==> src/rtl/gpu_pkg.sv <==
// Shared GPU core types: scheduler state encoding, writeback source select
// and the fixed register map of a thread's register file.
package gpu_pkg;

  typedef enum logic [2:0] {
    IDLE    = 3'd0,
    FETCH   = 3'd1,
    DECODE  = 3'd2,
    REQUEST = 3'd3,
    WAIT    = 3'd4,
    EXECUTE = 3'd5,
    UPDATE  = 3'd6,
    DONE    = 3'd7
  } core_state_t;

  typedef enum logic [1:0] {
    REG_SRC_ALU   = 2'b00,
    REG_SRC_MEM   = 2'b01,
    REG_SRC_CONST = 2'b10
  } reg_src_t;

  localparam int REG_BLOCK_IDX  = 13;
  localparam int REG_BLOCK_DIM  = 14;
  localparam int REG_THREAD_IDX = 15;
  localparam int NUM_REGS       = 16;

endpackage

==> src/rtl/thread_regfile.sv <==
// Per-thread register file: 13 GPRs plus read-only block/thread identity
// registers, with registered operand reads and gated writeback.
module thread_regfile
  import gpu_pkg::*;
#(
  parameter int THREAD_ID         = 0,
  parameter int THREADS_PER_BLOCK = 4,
  parameter int DATA_BITS         = 8
) (
  input  logic                 clk,
  input  logic                 reset,
  input  logic                 enable,
  input  logic [2:0]           core_state,
  input  logic [7:0]           block_id,
  input  logic [3:0]           rd_addr,
  input  logic [3:0]           rs_addr,
  input  logic [3:0]           rt_addr,
  input  logic                 reg_write_en,
  input  logic [1:0]           reg_input_mux,
  input  logic [DATA_BITS-1:0] alu_out,
  input  logic [DATA_BITS-1:0] lsu_out,
  input  logic [DATA_BITS-1:0] immediate,
  output logic [DATA_BITS-1:0] rs_data,
  output logic [DATA_BITS-1:0] rt_data
);

  logic [DATA_BITS-1:0] regs [NUM_REGS];
  logic [DATA_BITS-1:0] wr_data;
  logic                 wr_src_ok;
  logic                 wr_go;

  always_comb begin
    wr_data   = '0;
    wr_src_ok = 1'b1;
    case (reg_input_mux)
      REG_SRC_ALU:   wr_data = alu_out;
      REG_SRC_MEM:   wr_data = lsu_out;
      REG_SRC_CONST: wr_data = immediate;
      default:       wr_src_ok = 1'b0;
    endcase
  end

  // Identity registers (R13-R15) are never targets of writeback.
  assign wr_go = (core_state == UPDATE) && reg_write_en && wr_src_ok &&
                 (rd_addr < 4'(REG_BLOCK_IDX));

  always_ff @(posedge clk) begin
    if (reset) begin
      for (int i = 0; i < REG_BLOCK_DIM; i++) regs[i] <= '0;
      regs[REG_BLOCK_DIM]  <= DATA_BITS'(THREADS_PER_BLOCK);
      regs[REG_THREAD_IDX] <= DATA_BITS'(THREAD_ID);
      rs_data              <= '0;
      rt_data              <= '0;
    end else if (enable) begin
      regs[REG_BLOCK_IDX] <= DATA_BITS'(block_id);
      if (core_state == REQUEST) begin
        rs_data <= regs[rs_addr];
        rt_data <= regs[rt_addr];
      end
      if (wr_go) regs[rd_addr] <= wr_data;
    end
  end

endmodule

==> config.mk <==
export PLATFORM = sky130hd
export DESIGN_NAME = thread_regfile
export DESIGN_NICKNAME = d
export VERILOG_FILES = /design/src/rtl/gpu_pkg.sv /design/src/rtl/thread_regfile.sv
export SDC_FILE = /design/constraint.sdc
export NUM_CORES = 1
export LEC_CHECK = 0
export ABC_AREA = 1
export BUFFER_PORTS_ARGS = -buffer_cell sky130_fd_sc_hd__buf_2
export CAP_MARGIN = 20
export CORE_MARGIN = 2
export CORE_UTILIZATION = 40
export DETAILED_ROUTE_END_ITERATION = 8
export GPL_ROUTABILITY_DRIVEN = 0
export PLACE_DENSITY_LB_ADDON = 0.05
export SYNTH_ARGS = -nofsm -noshare
export SYNTH_HDL_FRONTEND = slang
export SYNTH_SLANG_ARGS = --single-unit
export TNS_END_PERCENT = 1
==> constraint.sdc <==
create_clock -name clk -period 2.2 [get_ports clk]
set_input_delay 0.11 -clock clk [delete_from_list [all_inputs] [get_ports clk]]
set_output_delay 0.11 -clock clk [all_outputs]
set_load 0.05 [all_outputs]
==> reports/results.ini <==
[clock_tree]
post_cts_resize_count = 0
cts-buffers-inserted = 17
clock_sinks = 144
clk_latency_ns = 0.43
cts_buffer_depth = 2
cts-root-buf = clkbuf_16
cts_tree = built
cts_htree_levels = 4
cts.clk_slew.worst_paths_ns = 0.06
cts_setup_buffers = 0

[worst_setup_path]
critPathMaxFanout = 9
cpMaxStageDelayCell = nor3b_4
cp.arrival_ns = 1.61
cp-startpoint = core_state[0]
crit_end = regs[8][7]
required_ns = 2.29
cp-end-kind = flop
start_kind = input pin
crit_cells = 8
r2r_setup_slack_ns = 0.82
crit_family = simple AND/OR/NAND/NOR gates
critPathBufInv = 2
max_stage_delay_ns = 0.38
cp_cell_sequence = buf_2 > inv_1 > nand4_1 > nor3b_4 > nand2_4 > nor2_8 > nand2_4 > nand2_1
reg2reg_from = regs[1][3]
reg2reg_depth = 8
cpMostUsedCell = nand2_4
critPathKind = in2reg
rr_endpoint = rs_data[3]

[run]
drv_cap = 0

[synth]
syn_area_mm2 = 0.00842
synthCells = 1110
ys_types = 20
synth_area_per_cell_um2 = 7.59
synth-seq-cells = 144
yosys-top-cells-area = edfxtp_1 46%, nand3_1 14%, nand2_1 13%
synth_warnings = 0
synth-seq-area-share_pct = 49.5
synth_top_area_cell = edfxtp_1
synth.top_cell.area_share_pct = 45.6

[global_routing]
grt_pass1_wl_um = 41600
grt_max_degree = 65
grt_pass1_vias = 6948
grt-ovfl-total = 0
grt_use_total_pct = 25.5
antenna_found_initial = 0

[cells_and_area]
synthToLayoutAreaGrowth_pct = 16.5
drive_gt1_share_pct = 13.9
fill_cells = 2108
diodes = 0
final_util_pct = 47.1
regArea_mm2 = 0.00416
multi_input_area_mm2 = 0.00336
nets = 1236

[floorplanning]
initial_core_util_pct = 40.4
die-area_mm2 = 0.0222
die_h_um = 149
core_area_mm2 = 0.0208
die_w_um = 149
num_rows = 53
ios = 69

[sta]
fin_tns_setup_ns = 0
finalWorstSetupSlack_ns = 0.680
hold_viol = 0
period_share_pct = 69.1
clock_skew_ns = 0.00710
rsz0062_at_grt = no
drv_slew = 0
max_freq_mhz = 658
slew_headroom_pct = 59.8
worst_slew_pin_slew_ns = 0.602
setup_violations = 0
post-route-min-period_ns = 1.52

[placed_design]
port_buffers = 68
hpwlAfterDp_um = 19400
post-place-ws_ns = 0.222

[route]
via_per_inst = 5.04
drc = 0
vias = 7414
ant_nets = 0
wl_um = 27400
drt-pass1-iter-count = 5
wire_per_inst_um = 18.7
dr.first_iter.drc_count = 787

[run_status]
outcome = completed

[worst_hold_path]
min_path_type = in2reg

[power_and_ir_drop]
max-vdd-ir-drop_v = 0.000467
pwr_density_cell_mw_per_mm2 = 719
p_leak_nw = 4.81

[worst min-delay path: stages]
cell and delay, ns:
buf_2 0.11, nand2_4 0.09, nor2_1 0.09
[logic make-up after synthesis]
| family | after synthesis | synth area share, % |
|---|---|---|
| buf+inv | 243 | 11.2 |
| flops | 144 | 49.5 |
| other cells | 2 | 0.0892 |
| compound gates | 9 | 1.49 |
| simple gates | 712 | 37.8 |
[timing repair]
| item | 4_1_cts | 5_1_grt |
|---|---|---|
| hold buffers | 8 | 0 |
| endpoints found under the setup margin | 0 | 0 |
| endpoints found under the hold margin | 8 | 0 |
[worst min path at each step]
| stage | cells past startpoint | from | end |
|---|---|---|---|
| floorplan | 2 | block_id[0] | regs[13][0] |
| global placement | 3 | block_id[4] | regs[13][4] |
| detailed placement | 3 | block_id[6] | regs[13][6] |
| CTS | 3 | enable | regs[13][2] |
| global route | 3 | enable | regs[13][6] |
| finish | 3 | enable | regs[13][6] |
[layout by cell type (no fill, tap or decap), types with 16 or more instances in the layout]
master and instances:
nand3_1 241, inv_1 176, conb_1 16, nand2_1 292, clkbuf_16 17, buf_4 23, edfxtp_1 128, nor2_1 148
buf_2 68, dfxtp_1 16
[cells in the mapped netlist]
library cell  number
edfxtp_1         128
o21ai_0            1
nand2_1          292
or2_2              1
dfxtp_1           16
inv_2              3
inv_1            176
buf_1              5
a221oi_2           8
nor2_8             3
nor2_2            10
clkbuf_1          33
nor3b_4            1
nor2_1           148
buf_2             26
nand3_1          241
nand4_1            1
conb_1             2
nand3_2            1
nand2_4           14
[report_power, final]
group          internal (W)  switching (W)
clock               0.00167        0.00117
combinational      0.000302       0.000745
sequential          0.00312      0.0000503
total               0.00509        0.00196
[through the flow]
| stage | cell area, um2 | total power (W) | std cells | hold WS [ns] |
|---|---|---|---|---|
| finish | 9810 | 0.00705 | 1471 | 0.0972 |
| global route | 9810 | 0.00730 | 1471 | 0.112 |
| CTS | 9810 | 0.00708 | 1471 | 0.0867 |
| detailed placement | 9160 | 0.00425 | 1431 | 0.417 |
| global placement | 9160 | 0.00425 | 1431 | 0.418 |
| floorplan | 8470 | 0.00385 | 1124 | 0.318 |
[layout make-up]
class / instances / share of cell area (%)
clock inverter: 13 / 1.43
timing repair buffer: 104 / 7.07
tap: 275 / 3.51
multi-input combinational: 737 / 34.3
sequential: 144 / 42.4
clock buffer: 19 / 4.41
inverter: 179 / 6.85
[registers in the layout (all words and copies together) (netlist names)]
signal,flops
regs,128
rt_data,8
rs_data,8
[layer usage]
metal / GRT usage (%) / vias up / wire length (um)
met5: 0 / - / 0
met4: 10.0 / 0 / 748
met3: 3.76 / 38 / 1680
met2: 38.5 / 276 / 12400
met1: 36.8 / 3460 / 12600
li1: - / 3640 / -
Note: power is estimated with default switching activity, not from simulation.
